**config.mk**
```make
export PLATFORM = sky130hd
export DESIGN_NAME = mem_access_stage_flat
export DESIGN_NICKNAME = d
export VERILOG_FILES = /design/src/rtl/mem_access_stage_pkg.sv /design/src/rtl/mem_access_stage_if.sv /design/src/rtl/mem_lane_align.sv /design/src/rtl/mem_access_stage.sv /design/src/flat_wrapper.sv
export SDC_FILE = /design/constraint.sdc
export NUM_CORES = 1
export LEC_CHECK = 0
export CAP_MARGIN = 20
export CORE_UTILIZATION = 40
export DETAILED_ROUTE_END_ITERATION = 8
export MAX_ROUTING_LAYER = met4
export PLACE_DENSITY = 0.78
export RECOVER_POWER = 100
export SLEW_MARGIN = 20
export SYNTH_ARGS = -nofsm -noshare
export SYNTH_HDL_FRONTEND = slang
export SYNTH_SLANG_ARGS = --single-unit
export TNS_END_PERCENT = 50
```
**constraint.sdc**
```tcl
create_clock -name clk -period 2.4 [get_ports clk]
set_input_delay 0.24 -clock clk [delete_from_list [all_inputs] [get_ports clk]]
set_output_delay 0.24 -clock clk [all_outputs]
set_load 0.02 [all_outputs]
```
**src/rtl/mem_access_stage_pkg.sv**
```systemverilog
// Shared types and constants for the MEM pipeline stage and its data-memory bus.
package mem_access_stage_pkg;

  localparam int unsigned XLEN  = 32;
  localparam int unsigned BE_W  = 4;
  localparam int unsigned REG_W = 5;

  typedef enum logic [1:0] {
    IDLE = 2'b00,
    BUSY = 2'b01,
    DONE = 2'b10
  } state_e;

  typedef enum logic [1:0] {
    SZ_BYTE = 2'b00,
    SZ_HALF = 2'b01,
    SZ_WORD = 2'b10,
    SZ_RSVD = 2'b11
  } mem_size_e;

  localparam logic [BE_W-1:0] BE_NONE    = 4'b0000;
  localparam logic [BE_W-1:0] BE_BYTE0   = 4'b0001;
  localparam logic [BE_W-1:0] BE_HALF_LO = 4'b0011;
  localparam logic [BE_W-1:0] BE_HALF_HI = 4'b1100;
  localparam logic [BE_W-1:0] BE_WORD    = 4'b1111;

  // Request fields held on the bus while an access is outstanding
  typedef struct packed {
    logic            we;
    logic [XLEN-1:0] addr;
    logic [BE_W-1:0] be;
    logic [XLEN-1:0] wdata;
  } dmem_req_t;

endpackage

```
**src/rtl/mem_access_stage_if.sv**
```systemverilog
// Data-memory req/ack bus between the MEM stage (master) and data memory (slave).
interface mem_access_stage_if;
  import mem_access_stage_pkg::*;

  logic            dmem_req;
  logic            dmem_we;
  logic [XLEN-1:0] dmem_addr;
  logic [BE_W-1:0] dmem_be;
  logic [XLEN-1:0] dmem_wdata;
  logic [XLEN-1:0] dmem_rdata;
  logic            dmem_ack;

  modport master (
    output dmem_req, dmem_we, dmem_addr, dmem_be, dmem_wdata,
    input  dmem_rdata, dmem_ack
  );

  modport slave (
    input  dmem_req, dmem_we, dmem_addr, dmem_be, dmem_wdata,
    output dmem_rdata, dmem_ack
  );

endinterface

```
**src/rtl/mem_lane_align.sv**
```systemverilog
// Byte-lane steering: store replication, byte enables, load extract/extend and
// the natural-alignment check for the MEM stage.
module mem_lane_align
  import mem_access_stage_pkg::*;
(
  input  logic [1:0]      i_size,
  input  logic [1:0]      i_addr_lo,
  input  logic            i_signed,
  input  logic [XLEN-1:0] i_wd,
  input  logic [XLEN-1:0] i_rdata,
  output logic [XLEN-1:0] o_wdata,
  output logic [BE_W-1:0] o_be,
  output logic [XLEN-1:0] o_rd,
  output logic            o_misalign
);

  logic [7:0]  w_byte;
  logic [15:0] w_half;

  always_comb begin
    o_wdata    = i_wd;
    o_be       = BE_NONE;
    o_rd       = i_rdata;
    o_misalign = 1'b0;
    w_byte     = 8'h00;
    w_half     = 16'h0000;
    case (i_size)
      SZ_BYTE: begin
        o_wdata = {4{i_wd[7:0]}};
        o_be    = BE_BYTE0 << i_addr_lo;
        w_byte  = 8'(i_rdata >> {i_addr_lo, 3'b000});
        o_rd    = i_signed ? {{24{w_byte[7]}}, w_byte} : {24'h000000, w_byte};
      end
      SZ_HALF: begin
        o_wdata    = {2{i_wd[15:0]}};
        o_be       = i_addr_lo[1] ? BE_HALF_HI : BE_HALF_LO;
        w_half     = i_addr_lo[1] ? i_rdata[31:16] : i_rdata[15:0];
        o_rd       = i_signed ? {{16{w_half[15]}}, w_half} : {16'h0000, w_half};
        o_misalign = i_addr_lo[0];
      end
      SZ_WORD: begin
        o_be       = BE_WORD;
        o_misalign = |i_addr_lo;
      end
      default: o_misalign = 1'b1;
    endcase
  end

endmodule

```
**src/rtl/mem_access_stage.sv**
```systemverilog
// MEM pipeline stage: issues one data-memory access per load/store, freezes the
// upstream pipeline until ack (or timeout), and presents the write-back bundle.
module mem_access_stage
  import mem_access_stage_pkg::*;
#(
  parameter int unsigned TIMEOUT_CYCLES = 255,
  parameter int unsigned CNT_W          = 8
) (
  input  logic             clk,
  input  logic             rst_n,
  input  logic             valid_in,
  input  logic             MemRead_in,
  input  logic             MemWrite_in,
  input  logic [1:0]       MemSize_in,
  input  logic             MemSigned_in,
  input  logic [XLEN-1:0]  ALU_in,
  input  logic [XLEN-1:0]  WD_in,
  input  logic [REG_W-1:0] WN_in,
  input  logic             RegWrite_in,
  input  logic             MemtoReg_in,
  mem_access_stage_if.master dmem,
  output logic             stall_out,
  output logic             wb_en_out,
  output logic             RegWrite_out,
  output logic             MemtoReg_out,
  output logic [XLEN-1:0]  RD_out,
  output logic [XLEN-1:0]  ALU_out,
  output logic [REG_W-1:0] WN_out,
  output logic             misalign_out,
  output logic             bus_err_out
);

  state_e          r_state, w_state_nxt;
  logic            r_req, w_req_nxt;
  dmem_req_t       r_pl, w_pl_nxt;
  logic [CNT_W-1:0] r_cnt, w_cnt_nxt;
  logic [XLEN-1:0] r_rdata, w_rdata_nxt;
  logic            r_fault, w_fault_nxt;
  logic            r_bus_err, w_bus_err_nxt;

  logic [XLEN-1:0] w_wdata;
  logic [BE_W-1:0] w_be;
  logic [XLEN-1:0] w_rd_fmt;
  logic            w_misalign;
  logic            w_mem_op;
  logic            w_timeout;

  mem_lane_align u_lane (
    .i_size     (MemSize_in),
    .i_addr_lo  (ALU_in[1:0]),
    .i_signed   (MemSigned_in),
    .i_wd       (WD_in),
    .i_rdata    (r_rdata),
    .o_wdata    (w_wdata),
    .o_be       (w_be),
    .o_rd       (w_rd_fmt),
    .o_misalign (w_misalign)
  );

  assign w_mem_op  = valid_in & (MemRead_in | MemWrite_in);
  assign w_timeout = (TIMEOUT_CYCLES != 0) && (r_cnt == CNT_W'(TIMEOUT_CYCLES - 1));

  always_ff @(posedge clk or negedge rst_n) begin
    if (!rst_n) begin
      r_state   <= IDLE;
      r_req     <= 1'b0;
      r_pl      <= '0;
      r_cnt     <= '0;
      r_rdata   <= '0;
      r_fault   <= 1'b0;
      r_bus_err <= 1'b0;
    end else begin
      r_state   <= w_state_nxt;
      r_req     <= w_req_nxt;
      r_pl      <= w_pl_nxt;
      r_cnt     <= w_cnt_nxt;
      r_rdata   <= w_rdata_nxt;
      r_fault   <= w_fault_nxt;
      r_bus_err <= w_bus_err_nxt;
    end
  end

  always_comb begin
    w_state_nxt   = r_state;
    w_req_nxt     = r_req;
    w_pl_nxt      = r_pl;
    w_cnt_nxt     = r_cnt;
    w_rdata_nxt   = r_rdata;
    w_fault_nxt   = r_fault;
    w_bus_err_nxt = 1'b0;
    stall_out     = 1'b0;
    wb_en_out     = 1'b1;
    misalign_out  = 1'b0;
    RegWrite_out  = RegWrite_in;
    RD_out        = r_rdata;
    case (r_state)
      IDLE: begin
        if (w_mem_op) begin
          if (w_misalign) begin
            misalign_out = 1'b1;
            RegWrite_out = 1'b0;
          end else begin
            stall_out   = 1'b1;
            wb_en_out   = 1'b0;
            w_state_nxt = BUSY;
            w_req_nxt   = 1'b1;
            w_cnt_nxt   = '0;
            w_pl_nxt    = '{we: MemWrite_in, addr: {ALU_in[31:2], 2'b00},
                            be: w_be, wdata: w_wdata};
          end
        end
      end
      BUSY: begin
        stall_out = 1'b1;
        wb_en_out = 1'b0;
        w_cnt_nxt = CNT_W'(r_cnt + 1'b1);
        if (dmem.dmem_ack) begin
          w_rdata_nxt = dmem.dmem_rdata;
          w_req_nxt   = 1'b0;
          w_pl_nxt.we = 1'b0;
          w_pl_nxt.be = BE_NONE;
          w_state_nxt = DONE;
        end else if (w_timeout) begin
          w_req_nxt     = 1'b0;
          w_pl_nxt.we   = 1'b0;
          w_pl_nxt.be   = BE_NONE;
          w_fault_nxt   = 1'b1;
          w_bus_err_nxt = 1'b1;
          w_state_nxt   = DONE;
        end
      end
      DONE: begin
        // EX/MEM is still frozen, so the inputs describe the completing op
        RD_out       = w_rd_fmt;
        RegWrite_out = RegWrite_in & ~r_fault;
        w_cnt_nxt    = '0;
        w_fault_nxt  = 1'b0;
        w_state_nxt  = IDLE;
      end
      default: w_state_nxt = IDLE;
    endcase
  end

  assign dmem.dmem_req   = r_req;
  assign dmem.dmem_we    = r_pl.we;
  assign dmem.dmem_addr  = r_pl.addr;
  assign dmem.dmem_be    = r_pl.be;
  assign dmem.dmem_wdata = r_pl.wdata;

  assign ALU_out      = ALU_in;
  assign WN_out       = WN_in;
  assign MemtoReg_out = MemtoReg_in;
  assign bus_err_out  = r_bus_err;

endmodule

```
**src/flat_wrapper.sv**
```systemverilog
// flat-port wrapper written by rule: the top's interface ports become plain ports
module mem_access_stage_flat import mem_access_stage_pkg::*;
#(
  parameter int unsigned TIMEOUT_CYCLES = 255,
  parameter int unsigned CNT_W          = 8
)
  (clk, rst_n, valid_in, MemRead_in, MemWrite_in, MemSize_in, MemSigned_in, ALU_in, WD_in, WN_in, RegWrite_in, MemtoReg_in, stall_out, wb_en_out, RegWrite_out, MemtoReg_out, RD_out, ALU_out, WN_out, misalign_out, bus_err_out, dmem_dmem_req, dmem_dmem_we, dmem_dmem_addr, dmem_dmem_be, dmem_dmem_wdata, dmem_dmem_rdata, dmem_dmem_ack);
  mem_access_stage_if dmem_i ();
  input  logic clk;
  input  logic rst_n;
  input  logic valid_in;
  input  logic MemRead_in;
  input  logic MemWrite_in;
  input  logic [1:0] MemSize_in;
  input  logic MemSigned_in;
  input  logic [XLEN-1:0] ALU_in;
  input  logic [XLEN-1:0] WD_in;
  input  logic [REG_W-1:0] WN_in;
  input  logic RegWrite_in;
  input  logic MemtoReg_in;
  output logic stall_out;
  output logic wb_en_out;
  output logic RegWrite_out;
  output logic MemtoReg_out;
  output logic [XLEN-1:0] RD_out;
  output logic [XLEN-1:0] ALU_out;
  output logic [REG_W-1:0] WN_out;
  output logic misalign_out;
  output logic bus_err_out;
  output wire logic [$bits(dmem_i.dmem_req)-1:0] dmem_dmem_req;
  output wire logic [$bits(dmem_i.dmem_we)-1:0] dmem_dmem_we;
  output wire logic [$bits(dmem_i.dmem_addr)-1:0] dmem_dmem_addr;
  output wire logic [$bits(dmem_i.dmem_be)-1:0] dmem_dmem_be;
  output wire logic [$bits(dmem_i.dmem_wdata)-1:0] dmem_dmem_wdata;
  input wire logic [$bits(dmem_i.dmem_rdata)-1:0] dmem_dmem_rdata;
  input wire logic [$bits(dmem_i.dmem_ack)-1:0] dmem_dmem_ack;
  assign dmem_dmem_req = dmem_i.dmem_req;
  assign dmem_dmem_we = dmem_i.dmem_we;
  assign dmem_dmem_addr = dmem_i.dmem_addr;
  assign dmem_dmem_be = dmem_i.dmem_be;
  assign dmem_dmem_wdata = dmem_i.dmem_wdata;
  assign dmem_i.dmem_rdata = dmem_dmem_rdata;
  assign dmem_i.dmem_ack = dmem_dmem_ack;
  mem_access_stage #(.TIMEOUT_CYCLES(TIMEOUT_CYCLES), .CNT_W(CNT_W)) u_core (.clk(clk), .rst_n(rst_n), .valid_in(valid_in), .MemRead_in(MemRead_in), .MemWrite_in(MemWrite_in), .MemSize_in(MemSize_in), .MemSigned_in(MemSigned_in), .ALU_in(ALU_in), .WD_in(WD_in), .WN_in(WN_in), .RegWrite_in(RegWrite_in), .MemtoReg_in(MemtoReg_in), .dmem(dmem_i), .stall_out(stall_out), .wb_en_out(wb_en_out), .RegWrite_out(RegWrite_out), .MemtoReg_out(MemtoReg_out), .RD_out(RD_out), .ALU_out(ALU_out), .WN_out(WN_out), .misalign_out(misalign_out), .bus_err_out(bus_err_out));
endmodule
```
==> summary by stage <==
Worst setup path
STA classifies the critical path startpoint as a register. For flop-to-flop paths, the worst setup slack is 0.20 ns. The path type of the worst setup path is reg -> out. The worst register-to-register path ends at u_core.r_rdata[24].

The top cell family by delay on the critical path is compound AO/OA/AOI/OAI gates. The critical path runs through a total of 5 cells. Of all nets on the critical path, the largest fanout is 8. The launch instance of the worst register-to-register path is u_core.r_state[1]. Together, buffers and inverters on the worst path number 1. The signal arrival time at the worst endpoint is around 2.1 ns. The worst setup path is captured at an output port. The timing startpoint of the critical path is u_core.r_rdata[31]. The depth of the worst register-to-register path is 6. Data on the critical path is required at its endpoint by 2.16 ns. For this run, the slowest stage of the critical path takes 0.48 ns. Walking the worst path, the cells encountered are mux4_2 -> and4_4 -> a41o_2 -> a21o_1 -> clkbuf_2.

For this design, the slowest cell found on the critical path is mux4_2.

Placed design
The congestion estimate from routability-driven global placement came to around 0.84. The count of input and output buffers is 242. After detailed placement, the total cell area comes to ~8200 um^2. Once placement completed, the tool counted placed cells totaling 884. The HPWL after detailed placement is 12100 um.

Cells and area
The total inserted antenna cells is 0. In the final layout, the multi-input gates occupy 2320 um^2. With fillers left out, the area of the finished cells amounts to slightly above 8000 um^2. The total area of sequential cells is 2800 um^2. The finished layout holds between 900 and 1k standard cells, fillers aside.

The layout has about 1.1k filler cells. The number of nets in the finished design is ~840. The area growth from synthesis to layout is 47.9%. The share of layout cells above drive strength 1 is 0.191.

Clock tree
The post-CTS clock slew at the launch and capture registers of the worst setup and hold paths is 0.07 ns. The tree built by TritonCTS fans out to 112 sinks. CTS built an H-tree with a depth of 3. The clock tree from TritonCTS is yes. The number of post-CTS setup repair buffers is 0. CTS placed an instance of clkbuf_16 at the clock tree root. Buffers inserted during clock tree synthesis total 9.

The clock reaches the later pin of the worst-skew pair after 0.34 ns. The number of buffers on the longest clock path is 2.

Detailed routing
The average routed wire per standard cell is roughly 17 um. The detail-routed via count per cell is ~5.2. The via count is 4693.

The detailed-route DRC error count is 0. The total wire length is 15700 um. The first TritonRoute pass finished after 5 iterations. The first routing iteration left 200 violations.

The remaining antenna violation count after routing is 0.

Yosys
The number of different library cells in the post-synthesis netlist is 49. The sequential element share of the synthesized area is 0.503. In this run the cell area of the synthesized design comes to about 5600 um^2. The primary flip-flop cell chosen by synthesis mapping is dfrtp_1. The number of enable flip-flop cells after synthesis is 0. The proportion of register bits with asynchronous set or reset after synthesis is 1.00. The number of instances in the synthesized netlist is 491. For this run, the number of Yosys warnings is 0. The flip-flop and latch count after synthesis is 112.

A synthesized cell averages between 10 and 15 um^2.

Die
The height of the chip is between 100 and 150 um. The number of I/O pins is approximately 260. The floorplan step defined a die boundary enclosing 14400 um^2. The floorplan has 42 rows. The total area inside the core boundary comes to 13400 um^2.

From left edge to right edge, the die measures around 120 um. For this configuration, the core starts out at a cell density of 0.416.

Timing
The max-slew violation count is 0. Of the available clock period, the critical path in the final layout requires 0.973. The setup clock skew after layout is 0.00414 ns.

The worst-margin pin slew is 0.932 ns. Timing would allow up to between 0.4 and 0.5 GHz. The number of hold violations in the final report was 0. The clock period could shrink to 2.33 ns. Setup repair after global routing left no endpoint under its margin.

The sum of negative setup slack is 0 ns. The worst max-slew margin expressed relative to the limit is 0.379. Setup violations remaining at the end of the flow were counted as 0.

Worst hold path
The worst hold path startpoint is u_core.dmem.dmem_wdata[9]. The worst hold path depth is 2. The path with the worst hold slack has its endpoint at u_core.dmem.dmem_wdata[9]. The type of the tightest min-delay check is reg -> reg.

Global route
The wire length of the first global-routing pass is about 25000 um. The total congestion overflow after global routing is 0. The number of global-route vias before repair is 4742. The maximum number of pins on one net before global-route repair is 60.

The total routing usage reported by global routing is 0.230. The number of antenna violations at the first check in global routing is 0.

Run status
The flow ran to the end, and the final reports show no timing, DRC or antenna violations.

Run
The number of maximum-capacitance constraint violations is 0.

Power
The maximum resistive drop on vdd is 0.672 mV. For this design the static power due to leakage is 3.80 nW. Summing internal, switching and leakage power gives 8.47 mW. For this design the ratio of total power to cell area is 1030 nW/um^2.
[synth_stat cells (5+ instances only)]
master    count  area share
clkbuf_1     10      0.0067
mux2_2       57        0.12
o21ai_0      32       0.029
a21o_1       18       0.024
a221o_1       7       0.013
nand2_1      45       0.030
mux2_1       21       0.042
o21ai_1       6      0.0054
nand3_1       5      0.0045
nor3_1        5      0.0045
a21oi_1      11      0.0099
inv_1         7      0.0047
a22oi_1       8       0.011
nor2_1       19       0.013
buf_4        40       0.054
dfrtp_1     112        0.50
mux2i_1      24       0.043
buf_2        10      0.0090
[layout by cell type (no fill, tap or decap), types with 8 or more instances in the layout]
cell type / instances
clkdlybuf4s50_1: 103
a21oi_1: 11
nor2_1: 19
o21ai_0: 35
clkbuf_16: 9
dlygate4sd3_1: 102
dfrtp_1: 112
mux2i_1: 24
a21o_1: 18
a22oi_1: 8
mux2_1: 21
buf_4: 24
clkbuf_2: 27
nand2_1: 45
dlygate4sd2_1: 12
mux2_2: 57
clkbuf_1: 11
[how the worst max path moves through the flow]
stage | endpoint | slack (ns)
2_1_floorplan | RD_out[21] | 0.40
3_3_place_gp | RD_out[31] | -0.38
3_5_place_dp | RD_out[18] | -0.42
4_1_cts | stall_out | -0.09
5_1_grt | u_core.dmem.dmem_addr[24] | 0.003
6_report | RD_out[31] | 0.07
[metrics by stage]
step	hold slack, ns	utilization	worst slack, ns
floorplan	-0.0556	-	0.399
global placement	0.234	0.610	-0.379
detailed placement	0.240	0.610	-0.420
CTS	0.425	0.634	-0.0886
global route	0.480	0.615	0.00267
finish	0.476	0.615	0.0654
[final cells by class]
class                   instances  share of cell area
clock buffers                  14              0.0320
clock inverters                 2             0.00167
inverters                       8             0.00364
multi-input cells             306               0.281
flip-flops and latches        112               0.340
well taps                     176              0.0267
repair buffers                284               0.315
[tightest hold or removal path: cells and delay by family (launching register included)]
| family | cells | cell delay, ns |
|---|---|---|
| flops | 1 | 0.34 |
| compound gates | 1 | 0.06 |
| simple gates | 1 | 0.04 |
[flip-flops by register name, indices dropped and copies added, names as in the netlist]
signal,count
u_core.bus_err_out,1
u_core.dmem.dmem_addr,30
u_core.dmem.dmem_be,4
u_core.dmem.dmem_req,1
u_core.dmem.dmem_wdata,32
u_core.dmem.dmem_we,1
u_core.r_cnt,8
u_core.r_fault,1
u_core.r_rdata,32
u_core.r_state,2
[logic make-up (layout without fill, tap and decap cells)]
kind of cell / count (synthesis) / count (layout) / share of synthesized area
muxes: 103 / 103 / 0.205
xor gates and xnor gates: 6 / 6 / 0.00943
DFF: 112 / 112 / 0.503
and+or+nand+nor: 92 / 92 / 0.0743
buffers and inverters: 75 / 308 / 0.0837
AOI/OAI and AO/OA: 100 / 101 / 0.120
adders and majority gates: 2 / 2 / 0.00449
other: 1 / 2 / 0.000673
[per-layer routing]
metal | global-route usage | routed length, um | up-vias | part of all wire
met4 | 0.0930 | 408 | 0 | 0.026
met5 | - | 0 | - | 0
met3 | 0.0418 | 995 | 35 | 0.064
met2 | 0.392 | 8050 | 190 | 0.51
met1 | 0.267 | 6200 | 2294 | 0.40
li1 | - | - | 2174 | -
[power breakdown]
group | leakage (nW) | total (mW) | internal [mW] | switching [mW]
registers | 1.38 | 3.12 | 2.64 | 0.475
logic | 2.29 | 3.95 | 1.87 | 2.08
clock network | 0.137 | 1.40 | 0.763 | 0.641
total | 3.80 | 8.47 | 5.27 | 3.20
[what timing repair did]
item                       in CTS  in global routing
hold endpoints to repair       36                  0
hold buffers                    1                  0
gates cloned                    1                  0
resized for setup              82                 26
setup endpoints to repair      36                 24
Power figures use the tool's default switching activity.
